$ cat src/rtl/card_dealer.sv
// Deals `count` cards from the deck into the lowest empty hand slots: DECK_DRAW, idle cycle, HAND_DOWN.
// Minimum 5 cycles per card. No backpressure; it owns the memory command port while busy.
module card_dealer #(
  parameter int          HAND_Y0   = 6,
  parameter logic [15:0] LFSR_SEED = 16'hACE1
) (
  input  logic         clk,
  input  logic         rst,
  input  logic         start,
  input  logic [4:0]   count,
  input  logic         abort,
  input  logic [105:0] available_card,
  input  logic [6:0]   deck_card_cnt,
  input  logic [863:0] map,
  output logic         mem_en,
  output logic [3:0]   mem_msg_type,
  output logic [4:0]   mem_block_x,
  output logic [2:0]   mem_block_y,
  output logic [5:0]   mem_card,
  output logic         mem_move_dir,
  output logic [2:0]   mem_sel_len,
  output logic         busy,
  output logic         done,
  output logic [4:0]   dealt_cnt,
  output logic         err_deck_empty,
  output logic         err_hand_full
);

  localparam logic [2:0] S_IDLE   = 3'd0;
  localparam logic [2:0] S_SEEK   = 3'd1;
  localparam logic [2:0] S_DRAW   = 3'd2;
  localparam logic [2:0] S_WAIT   = 3'd3;
  localparam logic [2:0] S_PLACE  = 3'd4;
  localparam logic [2:0] S_SETTLE = 3'd5;
  localparam logic [2:0] S_DONE   = 3'd6;

  logic [2:0]  state, state_nx;
  logic [15:0] lfsr;
  logic [4:0]  count_q;
  logic [5:0]  card_q;
  logic [4:0]  slot_x_q;
  logic [2:0]  slot_y_q;
  logic [6:0]  p_q, miss_q;
  logic        seek_first, abort_q;

  logic        slot_found;
  logic [4:0]  slot_x;
  logic [2:0]  slot_y;
  logic [6:0]  p_init, p_cur, p_next, miss_num;
  logic [5:0]  draw_card;
  logic        hit, set_deck_empty, set_hand_full;

  assign mem_move_dir = 1'b0;
  assign mem_sel_len  = 3'd0;

  // Scan from the top so the last match written is the lowest position.
  always_comb begin
    slot_found = 1'b0;
    slot_x     = 5'd0;
    slot_y     = 3'd0;
    for (int y = 7; y >= HAND_Y0; y--) begin
      for (int x = 17; x >= 0; x--) begin
        if (map[(x + 18*y)*6 +: 6] == 6'd54) begin
          slot_found = 1'b1;
          slot_x     = 5'(x);
          slot_y     = 3'(y);
        end
      end
    end
  end

  always_comb begin
    p_init    = (lfsr[6:0] >= 7'd106) ? lfsr[6:0] - 7'd106 : lfsr[6:0];
    p_cur     = seek_first ? p_init : p_q;
    p_next    = (p_cur == 7'd105) ? 7'd0 : p_cur + 7'd1;
    miss_num  = seek_first ? 7'd0 : miss_q;
    draw_card = (p_cur < 7'd54) ? 6'(p_cur) : 6'(p_cur - 7'd54);
    hit       = available_card[p_cur];
  end

  always_comb begin
    state_nx       = state;
    set_deck_empty = 1'b0;
    set_hand_full  = 1'b0;
    case (state)
      S_IDLE:   if (start) state_nx = (count == 5'd0) ? S_DONE : S_SEEK;
      S_SEEK: begin
        if (abort) begin
          state_nx = S_DONE;
        end else if (seek_first && deck_card_cnt == 7'd0) begin
          state_nx       = S_DONE;
          set_deck_empty = 1'b1;
        end else if (seek_first && !slot_found) begin
          state_nx      = S_DONE;
          set_hand_full = 1'b1;
        end else if (hit) begin
          state_nx = S_DRAW;
        end else if (miss_num == 7'd105) begin
          state_nx       = S_DONE;
          set_deck_empty = 1'b1;
        end
      end
      S_DRAW:   state_nx = S_WAIT;
      S_WAIT:   state_nx = S_PLACE;
      S_PLACE:  state_nx = S_SETTLE;
      S_SETTLE: state_nx = ((dealt_cnt + 5'd1) == count_q || abort_q || abort) ? S_DONE : S_SEEK;
      default:  state_nx = S_IDLE;
    endcase
  end

  always_ff @(posedge clk or negedge rst) begin
    if (!rst) begin
      state          <= S_IDLE;
      lfsr           <= LFSR_SEED;
      count_q        <= 5'd0;
      card_q         <= 6'd54;
      slot_x_q       <= 5'd0;
      slot_y_q       <= 3'd0;
      p_q            <= 7'd0;
      miss_q         <= 7'd0;
      seek_first     <= 1'b0;
      abort_q        <= 1'b0;
      mem_en         <= 1'b0;
      mem_msg_type   <= 4'd0;
      mem_block_x    <= 5'd0;
      mem_block_y    <= 3'd0;
      mem_card       <= 6'd54;
      busy           <= 1'b0;
      done           <= 1'b0;
      dealt_cnt      <= 5'd0;
      err_deck_empty <= 1'b0;
      err_hand_full  <= 1'b0;
    end else begin
      state      <= state_nx;
      lfsr       <= {lfsr[14:0], lfsr[15] ^ lfsr[13] ^ lfsr[12] ^ lfsr[10]};
      busy       <= (state_nx != S_IDLE) && (state_nx != S_DONE);
      done       <= (state_nx == S_DONE);
      seek_first <= (state_nx == S_SEEK) && (state != S_SEEK);

      mem_en       <= (state_nx == S_DRAW) || (state_nx == S_PLACE);
      mem_msg_type <= (state_nx == S_DRAW) ? 4'd5 : (state_nx == S_PLACE) ? 4'd4 : 4'd0;
      mem_block_x  <= (state_nx == S_PLACE) ? slot_x_q : 5'd0;
      mem_block_y  <= (state_nx == S_PLACE) ? slot_y_q : 3'd0;
      mem_card     <= (state_nx == S_DRAW) ? draw_card : (state_nx == S_PLACE) ? card_q : 6'd54;

      if (state == S_IDLE && start) begin
        count_q        <= count;
        dealt_cnt      <= 5'd0;
        err_deck_empty <= 1'b0;
        err_hand_full  <= 1'b0;
        abort_q        <= 1'b0;
      end else begin
        if (set_deck_empty) err_deck_empty <= 1'b1;
        if (set_hand_full)  err_hand_full  <= 1'b1;
      end

      if (state == S_SEEK) begin
        if (hit) begin
          card_q   <= draw_card;
          slot_x_q <= slot_x;
          slot_y_q <= slot_y;
        end else begin
          p_q    <= p_next;
          miss_q <= miss_num + 7'd1;
        end
      end

      // Abort mid-card is deferred so the drawn card always lands in the hand.
      if (state == S_DRAW || state == S_WAIT || state == S_PLACE || state == S_SETTLE)
        abort_q <= abort_q | abort;
      if (state == S_SETTLE)
        dealt_cnt <= dealt_cnt + 5'd1;
    end
  end

endmodule

$ cat config.mk
export PLATFORM = sky130hd
export DESIGN_NAME = card_dealer
export DESIGN_NICKNAME = d
export VERILOG_FILES = /design/src/rtl/card_dealer.sv
export SDC_FILE = /design/constraint.sdc
export NUM_CORES = 1
export LEC_CHECK = 0
export CAP_MARGIN = 40
export CORE_AREA = 2 2 397 399
export DETAILED_ROUTE_END_ITERATION = 7
export DIE_AREA = 0 0 399 401
export GPL_TIMING_DRIVEN = 1
export HOLD_SLACK_MARGIN = 0.1
export PLACE_DENSITY = 0.3
export SLEW_MARGIN = 10
export SYNTH_ARGS = -nofsm -noshare
export SYNTH_HDL_FRONTEND = slang
export SYNTH_SLANG_ARGS = --single-unit
$ cat constraint.sdc
create_clock -name clk -period 4.35 [get_ports clk]
set_clock_uncertainty 0.05 [all_clocks]
set_input_delay 0.435 -clock clk [delete_from_list [all_inputs] [get_ports clk]]
set_output_delay 0.435 -clock clk [all_outputs]
set_load 0.02 [all_outputs]
# Word-level counts from Yosys, hierarchy flattened
# Index checks and enable logic that the tools add are counted.
# word_totals
mem_count	0
regBits	81
rom_bits	0
latchBits	0
ram_bits	0
out_inout_bits	32
# op_classes
reduce_logical	22
mux	148
n_addsub	5
magnitude_cmp	3
eq_ne	50
div	0
n_shift	0
bitwise	5
multipliers	0
# op_table
op	n
$eq A6 B6 Y1 const B	36
$mux W5	39
$mux W3	47
$mux W1	53
$mux W7	4
$mux W6	3
$pmux W3 S6	1
$add A7 B1 Y7 const B	2
$eq A7 B7 Y1 const B	2
$eq A3 B3 Y1 const B	4
$eq A3 B2 Y1 const B	3
$lt A7 B8 Y1 const B	1
$reduce_bool A2 Y1	4
$bmux W1 S7	1
$ge A7 B7 Y1 const B	1
$logic_not A7 Y1	1
$lt A7 B6 Y1 const B	1
$sub A7 B7 Y7 const B	1
$eq A3 B1 Y1 const B	2
$logic_or A1 B1 Y1	6
$sub A6 B6 Y6 const B	1
$add A5 B1 Y5 const B	1
$eq A5 B5 Y1	1
$logic_and A1 B1 Y1	5
10 further kinds	13

# Logic depth before layout (Yosys ltp)
# Gate-level depths: netlist of run 1.
# logic_depth
word_depth	46
depth_mapped	18

# Worst setup path after synthesis of run 1
# Ideal clock, no wire load.
# synth_timing
kind	register to register
from	reg lfsr[1]
to	reg mem_card[4]
required_time_ns	4.210
n_path_buf	2
stages_incl_launch_ff	17
path_slack_ns	0.697
t_arrival_ns	3.513
cell_sequence	dfrtp_1 buf_2 inv_1 ha_1 and2b_1 nor3_4 mux2_4 nand2_4 inv_1 or3_1 a31o_1 nor4_1 o211ai_2 a211oi_2 o211ai_2 buf_6 a2bb2oi_2
# synth_between
elab_chain_len	13
elab_cells_between_ends	18
cone_classes	2 x add/sub; 2 x order compare; 2 x eq/ne; 12 x mux
# synth_lines
element	line_no	text
from (decl)	38	logic [15:0] lfsr;
from (signal assigned)	135	lfsr <= {lfsr[14:0], lfsr[15] ^ lfsr[13] ^ lfsr[12] ^ lfsr[10]};
$sub A7 B7 Y7 or $ge A7 B7 Y1 (tied branches)	73	p_init = (lfsr[6:0] >= 7'd106) ? lfsr[6:0] - 7'd106 : lfsr[6:0];
$mux W7 *	73	
$mux W7 *	74	p_cur = seek_first ? p_init : p_q;
$bmux W1 S7	78	hit = available_card[p_cur];
$mux W1 (implied by the code)	78	
$mux W3	96	end else if (hit) begin
$mux W3	93	end else if (seek_first && !slot_found) begin
$mux W3	90	end else if (seek_first && deck_card_cnt == 7'd0) begin
$mux W3	88	if (abort) begin
$pmux W3 S6	85	case (state)
$eq A3 B3 Y1	144	mem_card <= (state_nx == S_DRAW) ? draw_card : (state_nx == S_PLACE) ? card_q : 6'd54;
$mux W6	144	
$mux W6 *	144	
to (signal assigned)	144	
to (decl)	19	output logic [5:0] mem_card,
# Mark *: on every way between the ends. The rest lies on a longest branch, timed or not. The select of a mux whose other input is x is not followed.
# A chain may end at the register's enable or synchronous reset.

# Worst setup path in the final report of run 1
# layout_timing
from	reg lfsr[1]
to	reg slot_x_q[3]
# layout_between
elab_chain_len	6
elab_cells_between_ends	7
cone_classes	1 x add/sub; 1 x order compare; 4 x mux; 1 x reduce/logical
# layout_lines
element	line_no	text
$sub A7 B7 Y7 or $ge A7 B7 Y1 (tied branches)	73	
$mux W7 *	73	
$mux W7 *	74	
$bmux W1 S7 *	78	
$mux W1 (implied by the code) *	78	
$reduce_and A2 Y1 (no line) *	-	
to (signal assigned)	160	slot_x_q <= slot_x;
to (decl)	41	logic [4:0] slot_x_q;
# Marked as above.

==> results_dict.tcl, run 1 <==
set metrics [dict create \
    syn_inst 694 \
    dr.pass1.iters 6 \
    reg2reg_slack_ps 250 \
    initial_utilization_pct 3.938 \
    fmax_mhz 243.7 \
    final_util_pct 8.398 \
    die_area_um2 160000 \
    drt_iter0_drc 322 \
    synth_common_cells "88 x nand2_1, 61 x dfrtp_1, 51 x nand3_1" \
    drcViolationCount 0 \
    wire_per_inst_um 12.72 \
    finalMaxSlewViolations 0 \
    hold_viol 0 \
    cts_buffers 9 \
    clk_latency_ps 380 \
    r2r.worst_path.cells 14 \
    wl_um 40390 \
    status "completed" \
    htree_num_levels 3 \
    drv_cap 0 \
    critPathArrivalTime_ps 4360 \
    seq_area_frac_synth_pct 31.76 \
    whs_ps 298.3 \
    clock-root-buffer "clkbuf_16" \
    nets 2101 \
    core_area_um2 155700 \
    startpoint "lfsr[1]" \
    synth_ff_type "dfrtp_1" \
    synth_area_per_cell_um2 8.832 \
    synth_cell_types 97 \
    portBuffers 363 \
    die_w_um 399 \
    critPathCaptureType "register" \
    rows 145 \
    fin_crit_sh_pct 94.33 \
    hp-class "reg2reg" \
    dpl.hpwl_um 35850 \
    die_h_um 401 \
    path_clk_slew_ps 70 \
    synth_area_leader_cell "dfrtp_1" \
    via_per_inst 2.256 \
    clockBufferDepth 2 \
    synth_most_common_cell "nand2_1" \
    placedCellCount 3148 \
    async_flop_share_pct 100.0 \
    timing.rr.end "slot_x_q[3]" \
    fin_crit_ps 4104 \
    syn_to_final_growth_pct 113.3 \
    ant_nets 0 \
    ir_drop_uv 183.4 \
    power_mw 5.324 \
    fin_area_um2 13070 \
    worstMarginPinSlew_ps 731.6 \
    crit_required_ps 4610 \
    io_pins 1018 \
    grt_setup_unrepaired "no" \
    grt_max_degree 49 \
    timing.rr.start "lfsr[1]" \
    p_leak_nw 4.401 \
    cts.sinks 77 \
    grt_pass1_vias 7594 \
    critPathKind "reg2reg" \
    ys_top_cells_by_area "dfrtp_1 25%, dfstp_2 6.9%, nand2_1 5.4%, nor4bb_1 5.2%, nand3_1 4.2%" \
    finalNonFillerCells 3176 \
    grt.total_usage_pct 4.952 \
    slew-limit-headroom_pct 51.12 \
    antenna_found_initial 17 \
    finalSetupViolations 0 \
    min_from "lfsr[9]" \
    hold_path_depth 0 \
    final_layout_size_suffix_gt1_share_pct 13.94 \
    place_area_um2 12650 \
    grt_overflow 0 \
    synth_top_area_share_pct 24.90 \
    vias 7164 \
    cts_tree "built" \
    grt_pass1_wl_um 55180 \
    power_density_nw_per_um2 407.2 \
    cp-start-kind "register" \
    yosysWarnings 0 \
    place.gp.congestion 0.7430 \
    crit_fanout 9 \
    min_to "lfsr[10]" \
    synth-edff-count 0 \
    syn_area_um2 6130 \
    ys_seq_elements 77 \
]
==> routing by layer <==
metal / vias up / wire (um) / track usage, %
met1: 3305 / 16700 / 5.651
li1: 3433 / - / -
met2: 352 / 18990 / 8.228
met5: - / 104 / 0
met4: 18 / 1219 / 1.636
met3: 56 / 3368 / 2.133
==> worst max-delay path, stage by stage, from the launching register on <==
cell      delay (ps)
dfrtp_1          370
inv_1             90
ha_1             200
and2b_1          270
nor3_4           290
o22ai_2          130
or2_2            420
mux2_4           340
o311ai_2         320
o2bb2a_4         200
o22ai_4          370
nand3_4          190
buf_4            210
or4_1            470
o21ai_1           90
==> registers in the layout (all words and copies together) (netlist names), 2 cells and up <==
name and count:
slot_y_q 2, mem_block_y 2, state 3, mem_block_x 5, count_q 5, dealt_cnt 5, mem_card 6, slot_x_q 5
miss_q 7, p_q 7, card_q 6, lfsr 16
==> what timing repair did <==
| item | 4_1_cts | 5_1_grt |
|---|---|---|
| hold buffers | 1 | 0 |
| setup endpoints to repair | 0 | 36 |
| resized for setup | 0 | 12 |
| buffers inserted | 0 | 5 |
| endpoints found under the hold margin | 35 | 0 |
==> cells in the final DEF (no fill, tap or decap), types with 4 or more instances in the layout <==
cell type        instances
and3_1                   8
diode_2                  6
clkdlybuf4s50_1        362
a2bb2oi_1                4
o22ai_1                  4
or3_1                    8
o21ai_0                 41
nor3_1                  13
a211oi_1                 4
nor2_1                  43
nand3_1                 51
a21boi_0                 6
a21o_1                   4
mux2_2                   7
ha_1                     8
mux4_2                   9
clkbuf_16                9
a21oi_1                 27
a31oi_1                  8
o211ai_1                 5
a221oi_1                 5
dfrtp_1                 61
nor2b_1                 11
nand2_1                 88
conb_1                   6
mux2i_1                 19
buf_4                   64
and2_1                  11
inv_1                   28
nand2b_1                 7
xnor2_1                 11
dfstp_2                 16
nor4bb_1                31
nand4_1                 13
a22oi_1                  5
xor2_1                   7
o21ai_1                  4
==> through the flow <==
stage,setup TNS (ps),setup WS [ps]
after detailed placement,-98.89,-37.26
after global routing,0,22.19
final,0,246.5
after CTS,0,2.879
after global placement,-38.54,-18.45
after floorplan,0,696.9
==> worst max path at each step <==
stage,slack [ps],depth (start not counted),end
5_1_grt,20,15,mem_card[1]
4_1_cts,3,10,done
2_1_floorplan,700,16,mem_card[4]
6_report,250,14,slot_x_q[3]
3_5_place_dp,-40,14,mem_card[3]
3_3_place_gp,-20,14,mem_card[3]
==> logic make-up after synthesis <==
group                      count (synthesis)  share of synthesized area (%)
adders and majority gates                  8                          1.633
xor gates and xnor gates                  18                          2.572
and+or+nand+nor                          315                          28.92
other                                      1                        0.06118
buffers and inverters                     64                          5.389
muxes                                     40                          8.941
DFF                                       77                          31.76
AOI/OAI and AO/OA                        171                          20.72
==> layout make-up <==
class                           instances  area, um^2
Tap cell                             2058        2575
Antenna cell                            6       15.01
Sequential cell                        77        1947
Clock inverter                          6       76.32
Multi-Input combinational cell        558        3919
Timing Repair Buffer                  431        4185
Clock buffer                           10       239.0
Inverter                               30       116.4
Fill cell                           18269      142600
==> report_power, final <==
group	switching [mW]	total [mW]	internal, mW
Sequential	0.201	1.16	0.961
Clock	0.354	0.825	0.471
Combinational	1.85	3.34	1.48
Power figures use the tool's default switching activity.
==> run 2, diff against run 1 <==
--- a/config.mk
+++ b/config.mk
@@ -7,6 +7,8 @@
 export LEC_CHECK = 0
 export CAP_MARGIN = 40
 export CORE_AREA = 2 2 397 399
+export CTS_BUF_LIST = sky130_fd_sc_hd__clkbuf_4
+export CTS_CLUSTER_SIZE = 25
 export DETAILED_ROUTE_END_ITERATION = 7
 export DIE_AREA = 0 0 399 401
 export GPL_TIMING_DRIVEN = 1
==> results_dict.tcl, run 2 (synthesis gave the netlist of run 1 again) <==
set metrics [dict create \
    pre_cts_ws_ps -37.26 \
    clock-root-buffer "clkbuf_4" \
    timing.rr.end "mem_card[3]" \
    r2r.worst_path.cells 15 \
    die_w_um 399 \
    grt_setup_unrepaired "no" \
    reg2reg_slack_ps 230 \
    place.gp.congestion 0.7430 \
    power_mw 5.008 \
    syn_to_final_growth_pct 110.7 \
    io_pins 1018 \
    status "completed" \
    dpl.hpwl_um 35850 \
    ir_drop_uv 151.7 \
    clk_latency_ps 560 \
    cts_tree "built" \
    fin_area_um2 12910 \
    nets 2101 \
    via_per_inst 2.259 \
    cts_buffers 9 \
    drcViolationCount 0 \
    initial_utilization_pct 3.938 \
    power_density_nw_per_um2 387.8 \
    grt_max_degree 49 \
    wire_per_inst_um 12.72 \
    crit_required_ps 4770 \
    fmax_mhz 242.8 \
    reg_top3 "lfsr (16), miss_q (7), p_q (7)" \
    slew-limit-headroom_pct 52.73 \
    fin_crit_sh_pct 94.68 \
    worstMarginPinSlew_ps 707.5 \
    startpoint "lfsr[1]" \
    cp-start-kind "register" \
    wl_um 40420 \
    regMostFlops "lfsr" \
    finalMaxSlewViolations 0 \
    ant_nets 0 \
    clockBufferDepth 2 \
    hold_viol 0 \
    grt_pass1_vias 7587 \
    final_layout_size_suffix_gt1_share_pct 13.85 \
    finalNonFillerCells 3179 \
    die_area_um2 160000 \
    fin_ws_ps 231.3 \
    portBuffers 363 \
    crit_end "mem_card[3]" \
    rows 145 \
    drt_iter0_drc 310 \
    placedCellCount 3148 \
    dr.pass1.iters 5 \
    timing.rr.start "lfsr[1]" \
    fin_crit_ps 4119 \
    final_common_cell "clkdlybuf4s50_1" \
    htree_num_levels 3 \
    p_leak_nw 4.326 \
    critPathArrivalTime_ps 4540 \
    critPathKind "reg2reg" \
    cts.sinks 77 \
    final_cell_mix "362 x clkdlybuf4s50_1, 88 x nand2_1, 64 x buf_4" \
    grt_overflow 0 \
    hp-class "reg2reg" \
    largest_reg_flops 16 \
    antenna_found_initial 19 \
    finalSetupViolations 0 \
    critPathCaptureType "register" \
    crit_fanout 14 \
    core_area_um2 155700 \
    grt_pass1_wl_um 55170 \
    path_clk_slew_ps 130 \
    die_h_um 401 \
    grt.total_usage_pct 4.953 \
    vias 7182 \
    drv_cap 0 \
    place_area_um2 12650 \
]
-- run 2: changes by cell type in the layout (fill, tap and decap cells not counted) --
cell,previous run,this run
clkbuf_16,9,0
clkbuf_4,0,9
diode_2,6,9
clkbuf_8,1,0
clkinv_1,0,1
-- run 2: timing repair --
item | in CTS | in global routing
setup endpoints to repair | 4 | 36
buffers inserted | 0 | 5
hold endpoints to repair | 35 | 0
cloned | 0 | 0
hold buffers | 1 | 0
gates resized for setup | 1 | 11
pin swaps | 0 | 4
-- run 2: how the worst min path moves through the flow --
stage / slack (ps) / to / depth (start not counted) / start
2_1_floorplan: 90 / abort_q / 0 / rst
3_3_place_gp: 280 / lfsr[10] / 0 / lfsr[9]
4_1_cts: 310 / lfsr[10] / 0 / lfsr[9]
6_report: 310 / lfsr[10] / 0 / lfsr[9]
3_5_place_dp: 290 / lfsr[10] / 0 / lfsr[9]
5_1_grt: 320 / lfsr[9] / 0 / lfsr[8]
-- run 2: stage by stage --
step | TNS, ps | hold WS, ps | utilization, %
detailed placement | -98.89 | 287.2 | 8.129
CTS | 0 | 313.0 | 8.231
finish | 0 | 314.1 | 8.295
global placement | -38.54 | 284.3 | 8.129
floorplan | 0 | 89.41 | -
global route | 0 | 323.1 | 8.287
-- run 2: area by class of cell --
type | count | area (um^2)
Fill cell | 18277 | 142700
Timing Repair Buffer | 431 | 4185
Multi-Input combinational cell | 558 | 3919
Tap cell | 2058 | 2575
Sequential cell | 77 | 1947
Inverter | 30 | 116.4
Clock inverter | 7 | 80.08
Clock buffer | 9 | 67.56
Antenna cell | 9 | 22.52
-- run 2: worst max-delay path: stages (launching register included) --
cell and delay [ps]:
dfrtp_1 400, inv_1 90, ha_1 200, and2b_1 270, nor3_4 290, mux2_4 400
nand2_4 110, buf_6 190, mux4_1 340, a22o_1 290, nor4_4 260, o22ai_4 200
a211oi_2 340, o211ai_2 220, buf_4 220, o2bb2ai_1 150
-- run 2: power breakdown --
group / internal [mW] / switching (mW) / leakage, nW
combinational: 1.48 / 1.86 / 3.29
clock: 0.183 / 0.327 / 0.0809
sequential: 0.958 / 0.199 / 0.953
total: 2.63 / 2.38 / 4.33
-- run 2: metal layers --
layer	track usage (%)	wire length (um)
met4	1.655	1222
met1	5.661	16480
met2	8.219	18980
met3	2.121	3634
met5	0	104
==> run 3, diff against run 2 <==
--- a/config.mk
+++ b/config.mk
@@ -8,7 +8,7 @@
 export CAP_MARGIN = 40
 export CORE_AREA = 2 2 397 399
 export CTS_BUF_LIST = sky130_fd_sc_hd__clkbuf_4
-export CTS_CLUSTER_SIZE = 25
+export CTS_CLUSTER_SIZE = 28
 export DETAILED_ROUTE_END_ITERATION = 7
 export DIE_AREA = 0 0 399 401
 export GPL_TIMING_DRIVEN = 1
==> results of run 3 <==
Same layout as run 2: the final DEF is identical, and so are final timing and power.
